File: src/rtl/seven_segment_scanner_if.sv
// Register bus between the CPU and the seven-segment scanner: one write port
// and one combinational read port.
interface seven_segment_scanner_if;
    logic        wr_en;
    logic [1:0]  wr_addr;
    logic [31:0] wr_data;
    logic [1:0]  rd_addr;
    logic [31:0] rd_data;

    modport master (
        output wr_en, wr_addr, wr_data, rd_addr,
        input  rd_data
    );

    modport slave (
        input  wr_en, wr_addr, wr_data, rd_addr,
        output rd_data
    );
endinterface

File: src/rtl/seven_segment_scanner.sv
// Time-multiplexed common-anode hex display controller: one shared decoder,
// per-digit dead time, and a frame-aligned shadow copy of the display registers.
module seven_segment_scanner #(
    parameter int NUM_DIGITS   = 8,
    parameter int CLK_DIV      = 50000,
    parameter int BLANK_CYCLES = 16
) (
    input  logic                  clk,
    input  logic                  rst_n,
    seven_segment_scanner_if.slave bus,
    output logic [6:0]            seg_n,
    output logic                  dp_n,
    output logic [NUM_DIGITS-1:0] an_n,
    output logic                  frame_done
);

    typedef enum logic [1:0] {
        OFF   = 2'd0,
        DRIVE = 2'd1,
        BLANK = 2'd2
    } state_t;

    localparam int MAX_CNT = (CLK_DIV > BLANK_CYCLES) ? CLK_DIV : BLANK_CYCLES;
    localparam int CNT_W   = $clog2(MAX_CNT + 1);
    localparam logic [CNT_W-1:0] DRIVE_LAST = CNT_W'(CLK_DIV - 1);
    localparam logic [CNT_W-1:0] BLANK_LAST = CNT_W'(BLANK_CYCLES - 1);
    localparam logic [2:0]       LAST_IDX   = 3'(NUM_DIGITS - 1);
    localparam logic [31:0]      DIGIT_BITS = (NUM_DIGITS >= 8) ? 32'hFFFF_FFFF
                                              : ((32'd1 << (4 * NUM_DIGITS)) - 32'd1);

    logic [31:0] value_reg;
    logic [31:0] ctrl_reg;
    logic [7:0]  dp_reg;

    state_t           state, state_next;
    logic [2:0]       idx, idx_next;
    logic [CNT_W-1:0] cnt, cnt_next;
    logic [31:0]      shadow, shadow_next;
    logic [7:0]       shadow_dp, shadow_dp_next;
    logic [7:0]       shadow_mask, shadow_mask_next;
    logic             shadow_lzb, shadow_lzb_next;

    logic                  reload;
    logic                  frame_done_next;
    logic [31:0]           value_in, ctrl_in;
    logic [7:0]            dp_in;
    logic [3:0]            nibble;
    logic                  lz_blank;
    logic                  lit;
    logic [6:0]            seg_next;
    logic                  dp_next;
    logic [NUM_DIGITS-1:0] an_next;

    function automatic logic [6:0] hex7(input logic [3:0] n);
        case (n)
            4'h0: hex7 = 7'h40;
            4'h1: hex7 = 7'h79;
            4'h2: hex7 = 7'h24;
            4'h3: hex7 = 7'h30;
            4'h4: hex7 = 7'h19;
            4'h5: hex7 = 7'h12;
            4'h6: hex7 = 7'h02;
            4'h7: hex7 = 7'h78;
            4'h8: hex7 = 7'h00;
            4'h9: hex7 = 7'h10;
            4'hA: hex7 = 7'h08;
            4'hB: hex7 = 7'h03;
            4'hC: hex7 = 7'h46;
            4'hD: hex7 = 7'h21;
            4'hE: hex7 = 7'h06;
            default: hex7 = 7'h0E;
        endcase
    endfunction

    always_ff @(posedge clk or negedge rst_n) begin
        if (!rst_n) begin
            value_reg <= '0;
            ctrl_reg  <= '0;
            dp_reg    <= '0;
        end else if (bus.wr_en) begin
            case (bus.wr_addr)
                2'd0:    value_reg <= bus.wr_data;
                2'd1:    ctrl_reg  <= bus.wr_data;
                2'd2:    dp_reg    <= bus.wr_data[7:0];
                default: ;
            endcase
        end
    end

    always_comb begin
        bus.rd_data = '0;
        case (bus.rd_addr)
            2'd0:    bus.rd_data = value_reg;
            2'd1:    bus.rd_data = ctrl_reg;
            2'd2:    bus.rd_data = {24'd0, dp_reg};
            default: bus.rd_data = {27'd0, idx, state};
        endcase
    end

    always_ff @(posedge clk or negedge rst_n) begin
        if (!rst_n) begin
            state       <= OFF;
            idx         <= '0;
            cnt         <= '0;
            shadow      <= '0;
            shadow_dp   <= '0;
            shadow_mask <= '0;
            shadow_lzb  <= 1'b0;
            seg_n       <= 7'h7F;
            dp_n        <= 1'b1;
            an_n        <= '1;
            frame_done  <= 1'b0;
        end else begin
            state       <= state_next;
            idx         <= idx_next;
            cnt         <= cnt_next;
            shadow      <= shadow_next;
            shadow_dp   <= shadow_dp_next;
            shadow_mask <= shadow_mask_next;
            shadow_lzb  <= shadow_lzb_next;
            seg_n       <= seg_next;
            dp_n        <= dp_next;
            an_n        <= an_next;
            frame_done  <= frame_done_next;
        end
    end

    always_comb begin
        state_next      = state;
        idx_next        = idx;
        cnt_next        = cnt;
        reload          = 1'b0;
        frame_done_next = 1'b0;

        case (state)
            OFF: begin
                if (ctrl_reg[0]) begin
                    state_next = DRIVE;
                    idx_next   = '0;
                    cnt_next   = '0;
                    reload     = 1'b1;
                end
            end
            DRIVE: begin
                if (cnt == DRIVE_LAST) begin
                    state_next = BLANK;
                    cnt_next   = '0;
                end else begin
                    cnt_next = cnt + 1'b1;
                end
            end
            BLANK: begin
                if (cnt == BLANK_LAST) begin
                    state_next = DRIVE;
                    cnt_next   = '0;
                    if (idx == LAST_IDX) begin
                        idx_next        = '0;
                        reload          = 1'b1;
                        frame_done_next = 1'b1;
                    end else begin
                        idx_next = idx + 3'd1;
                    end
                end else begin
                    cnt_next = cnt + 1'b1;
                end
            end
            default: state_next = OFF;
        endcase

        if (!ctrl_reg[0]) begin
            state_next      = OFF;
            idx_next        = '0;
            cnt_next        = '0;
            reload          = 1'b0;
            frame_done_next = 1'b0;
        end

        // A register write landing on the reload edge goes straight into the shadow
        value_in = (bus.wr_en && bus.wr_addr == 2'd0) ? bus.wr_data : value_reg;
        ctrl_in  = (bus.wr_en && bus.wr_addr == 2'd1) ? bus.wr_data : ctrl_reg;
        dp_in    = (bus.wr_en && bus.wr_addr == 2'd2) ? bus.wr_data[7:0] : dp_reg;

        shadow_next      = reload ? value_in       : shadow;
        shadow_dp_next   = reload ? dp_in          : shadow_dp;
        shadow_mask_next = reload ? ctrl_in[15:8]  : shadow_mask;
        shadow_lzb_next  = reload ? ctrl_in[1]     : shadow_lzb;

        // A digit is a leading zero when it and every digit above it are zero
        nibble   = shadow_next[{idx_next, 2'b00} +: 4];
        lz_blank = shadow_lzb_next && (idx_next != 3'd0)
                   && (((shadow_next & DIGIT_BITS) >> {idx_next, 2'b00}) == 32'd0);
        lit      = shadow_mask_next[idx_next] && !lz_blank;

        seg_next = 7'h7F;
        dp_next  = 1'b1;
        an_next  = '1;
        if (state_next == DRIVE) begin
            seg_next = hex7(nibble);
            if (lit) begin
                dp_next = ~shadow_dp_next[idx_next];
                an_next = ~(NUM_DIGITS'(1) << idx_next);
            end
        end
    end

endmodule
File: src/flat_wrapper.sv
// flat-port wrapper written by rule: the top's interface ports become plain ports
module seven_segment_scanner_flat 
#(
    parameter int NUM_DIGITS   = 8,
    parameter int CLK_DIV      = 50000,
    parameter int BLANK_CYCLES = 16
)
  (clk, rst_n, seg_n, dp_n, an_n, frame_done, bus_wr_en, bus_wr_addr, bus_wr_data, bus_rd_addr, bus_rd_data);
  seven_segment_scanner_if bus_i ();
  input  logic clk;
  input  logic rst_n;
  output logic [6:0] seg_n;
  output logic dp_n;
  output logic [NUM_DIGITS-1:0] an_n;
  output logic frame_done;
  input wire logic [$bits(bus_i.wr_en)-1:0] bus_wr_en;
  input wire logic [$bits(bus_i.wr_addr)-1:0] bus_wr_addr;
  input wire logic [$bits(bus_i.wr_data)-1:0] bus_wr_data;
  input wire logic [$bits(bus_i.rd_addr)-1:0] bus_rd_addr;
  output wire logic [$bits(bus_i.rd_data)-1:0] bus_rd_data;
  assign bus_i.wr_en = bus_wr_en;
  assign bus_i.wr_addr = bus_wr_addr;
  assign bus_i.wr_data = bus_wr_data;
  assign bus_i.rd_addr = bus_rd_addr;
  assign bus_rd_data = bus_i.rd_data;
  seven_segment_scanner #(.NUM_DIGITS(NUM_DIGITS), .CLK_DIV(CLK_DIV), .BLANK_CYCLES(BLANK_CYCLES)) u_core (.clk(clk), .rst_n(rst_n), .bus(bus_i), .seg_n(seg_n), .dp_n(dp_n), .an_n(an_n), .frame_done(frame_done));
endmodule
File: config.mk
export PLATFORM = sky130hd
export DESIGN_NAME = seven_segment_scanner_flat
export DESIGN_NICKNAME = d
export VERILOG_FILES = /design/src/rtl/seven_segment_scanner_if.sv /design/src/rtl/seven_segment_scanner.sv /design/src/flat_wrapper.sv
export SDC_FILE = /design/constraint.sdc
export NUM_CORES = 1
export LEC_CHECK = 0
export CAP_MARGIN = 10
export CORE_ASPECT_RATIO = 0.9
export CORE_MARGIN = 3
export CORE_UTILIZATION = 51
export DETAILED_ROUTE_END_ITERATION = 16
export GPL_ROUTABILITY_DRIVEN = 0
export MAX_ROUTING_LAYER = met4
export PLACE_DENSITY = 0.85
export SLEW_MARGIN = 20
export SYNTH_ARGS = -nofsm -noshare
export SYNTH_HDL_FRONTEND = slang
export SYNTH_SLANG_ARGS = --single-unit
File: constraint.sdc
create_clock -name clk -period 3.47 [get_ports clk]
set_input_delay 0.694 -clock clk [delete_from_list [all_inputs] [get_ports clk]]
set_output_delay 0.694 -clock clk [all_outputs]
set_load 0.01 [all_outputs]
==> results.sh <==
export IMPL_fin_ws_ps=-170
export IMPL_grt_overflow=0
export IMPL_power_total_mw=7.31
export IMPL_rsz0062_at_grt="yes"
export IMPL_fmax_mhz=275
export IMPL_routedWlPerCell_um=19.6
export IMPL_setup_viol=11
export IMPL_max_stage_delay_ps=480
export IMPL_vias_per_cell=5.98
export IMPL_finalCritPeriodShare_pct=105
export IMPL_grt_pass1_wl_mm=38.2
export IMPL_drtIter0Drc=684
export IMPL_syn_avg_cell_area_um2=9.84
export IMPL_grt_use_met3_pct=5.80
export IMPL_synth_nets=892
export IMPL_cts_hold_buf=0
export IMPL_hold_class="primary input to async pin"
export IMPL_irDropWorstVdd_uv=436
export IMPL_drc=0
export IMPL_syn2layout_area_growth_pct=36.1
export IMPL_hold_viol=0
export IMPL_vias=7485
export IMPL_cp_start_kind="flop"
export IMPL_htreeDepth=4
export IMPL_antenna_left=0
export IMPL_wirelength_mm=24.5
export IMPL_tns_ps=-1220
export IMPL_power_leakage_nw=4.97
export IMPL_clk_path_buf_depth=2
export IMPL_start_util_pct=52.8
export IMPL_cts_tree="yes"
export IMPL_critPathArrivalTime_ps=4000
export IMPL_critical_path_top_delay_family="simple AND/OR/NAND/NOR gates"
export IMPL_grt_start_max_net_pins=78
export IMPL_clock_skew_ps=10.3
export IMPL_nets=1091
export IMPL_violations="negative setup slack"
export IMPL_synth_edf_count=0
export IMPL_clkTransAtPathRegs_ps=60
export IMPL_worstMarginPinSlew_ps=801
export IMPL_synth_top_area_share_pct=43.3
export IMPL_cts_root_buf="clkbuf_16"
export IMPL_yosysTopAreaCell="dfrtp_1"
export IMPL_path_buf_inv=2
export IMPL_cp_required_ps=3830
export IMPL_synth_area_top_cells="dfrtp_1, nor2_1, mux2_2"
export IMPL_syn_area_um2=8270
export IMPL_netlist_instances=840
export IMPL_nFillCells=999
export IMPL_track_usage_pct=27.5
export IMPL_first_pass_iters=7
export IMPL_crit_path_end_kind="flop"
export IMPL_die_x_um=140
export IMPL_busiest_layer="met2"
export IMPL_cts_sinks=159
export IMPL_post_place_ws_ps=-416
export IMPL_layout_drive_gt1_share_pct=29.1
export IMPL_die_h_um=127
export IMPL_slew_viol_final=0
export IMPL_numPortBuffers=87
export IMPL_io_pins=88
export IMPL_grt_pass1_vias=7471
export IMPL_drv_cap=0
export IMPL_crit_path_frequent_cell="ha_2"
export IMPL_grt_use_met1_pct=34.1
export IMPL_core_area_um2=15700
export IMPL_n_antenna_cell=0
export IMPL_rows=43
export IMPL_path_cells="ha_2 > ha_2 > or3_4 > mux2i_4 > nor2_8 > buf_4 > mux4_2 > nor2_2 > a311oi_2 > a21oi_2 > ha_2 > nand4b_1 > nor4_4 > a31oi_2 > buf_4 > nand3_2"
export IMPL_slew_headroom_pct=46.4
export IMPL_synth_warning_count=0
export IMPL_crit_fanout=7
export IMPL_seq_area_frac_synth_pct=48.4
export IMPL_critPathKind="flop to flop"
export IMPL_async_flop_share_pct=100
export IMPL_ys_seq_elements=159
export IMPL_antenna_found_initial=0
export IMPL_synth_flop_cell="dfrtp_1"
export IMPL_place_hpwl_mm=15.7
export IMPL_met2_usage_pct=45.4
export IMPL_numCtsBuffers=17
export IMPL_status="finished with violations"
export IMPL_clk_latency_ps=420
export IMPL_powerDensity_nw_per_um2=649
export IMPL_fin_crit_ps=3640
export IMPL_yosysUniqueCellTypes=64
export IMPL_dieArea_um2=17800
export IMPL_worst_path_max_delay_cell="mux4_2"
==> cell usage in the layout (no fill, tap or decap), types with 8 or more instances in the layout <==
cell type        count
mux2i_1             50
or3_1                9
buf_12               8
a21oi_1             23
inv_1               19
o21ai_0             19
mux2_2              52
mux4_2              13
clkbuf_16           18
nand3_1             18
buf_4              122
dfrtp_1            142
nor3_1              16
nor2_1             170
nor4_1               8
nand2_1            104
xor2_1               8
dfstp_2             16
clkdlybuf4s50_1     82
==> routing by layer <==
metal | vias to the layer above | wire length, um
met5 | - | 0
met4 | 0 | 862
met3 | 98 | 1700
met2 | 381 | 12300
met1 | 3707 | 9700
li1 | 3299 | -
==> report_power, final <==
group | switching (mW) | total, mW | internal, mW | leakage [nW]
logic | 1.39 | 2.66 | 1.28 | 2.78
clock network | 0.730 | 1.96 | 1.23 | 0.297
registers | 0.309 | 2.68 | 2.37 | 1.89
==> timing repair <==
action,CTS,global route
endpoints found under the hold margin,0,0
gates cloned,1,1
pin swaps,6,6
endpoints found under the setup margin,14,14
setup buffers,9,11
resized for setup,25,42
==> path summary, 6_finish.rpt <==
path,slack [ps],cells after the start,startpoint,endpoint
setup / recovery,-170,16,u_core.idx[1]$_DFF_PN0_,u_core.an_n[3]$_DFF_PN1_
hold / removal,300,1,rst_n,u_core.cnt[9]$_DFFE_PN0P_
setup reg to reg,-170,16,u_core.idx[1]$_DFF_PN0_,u_core.an_n[3]$_DFF_PN1_
hold reg to reg,510,1,u_core.ctrl_reg[24]$_DFFE_PN0P_,u_core.ctrl_reg[24]$_DFFE_PN0P_
max in group asynchronous,2340,2,rst_n,u_core.value_reg[26]$_DFFE_PN0P_
min in group clk,510,1,u_core.ctrl_reg[24]$_DFFE_PN0P_,u_core.ctrl_reg[24]$_DFFE_PN0P_
==> per-stage QoR <==
step / cells / hold slack (ps) / utilization [%] / area [um^2]
after floorplan: 840 / 398 / - / 8280
after global placement: 1200 / 480 / 64.9 / 10200
after detailed placement: 1200 / 490 / 64.9 / 10200
after CTS: 1240 / 322 / 70.0 / 11000
after global routing: 1252 / 351 / 71.9 / 11300
final: 1252 / 304 / 71.9 / 11300
==> synthesized netlist by cell type (13+ instances only) <==
library cell,number
nor2_1,178
nand3_1,23
mux4_2,13
o21ai_0,19
mux2_2,53
clkbuf_1,21
inv_1,21
dfstp_2,16
a21oi_1,23
nand2_1,105
ha_1,13
mux2i_1,55
dfrtp_1,143
nor3_1,19
==> worst reg2reg max path: cells and delay by family (launching register included) <==
| kind | cells | cell delay, ps |
|---|---|---|
| flops | 1 | 390 |
| simple gates | 6 | 1110 |
| buf+inv | 2 | 340 |
| fa+ha+maj | 3 | 590 |
| mux | 2 | 730 |
| compound gates | 3 | 410 |
==> logic make-up after synthesis <==
kind of cell	Yosys count	synth area share, %
buffers and inverters	68	3.57
adder cells (fa/ha/maj)	13	1.97
flip-flops	159	48.4
multiplexers	122	17.7
AND/OR/NAND/NOR	387	21.0
AO/OA/AOI/OAI	83	6.57
XOR/XNOR	8	0.847
==> cell type report <==
type	instances	area (um^2)	share of cell area [%]
Clock buffer	23	468	4.16
Clock inverter	7	135	1.20
Inverter	24	98.8	0.878
Multi-Input combinational cell	613	4240	37.7
Sequential cell	159	4000	35.5
Tap cell	202	253	2.25
Timing Repair Buffer	224	2060	18.3
Power figures use the tool's default switching activity.
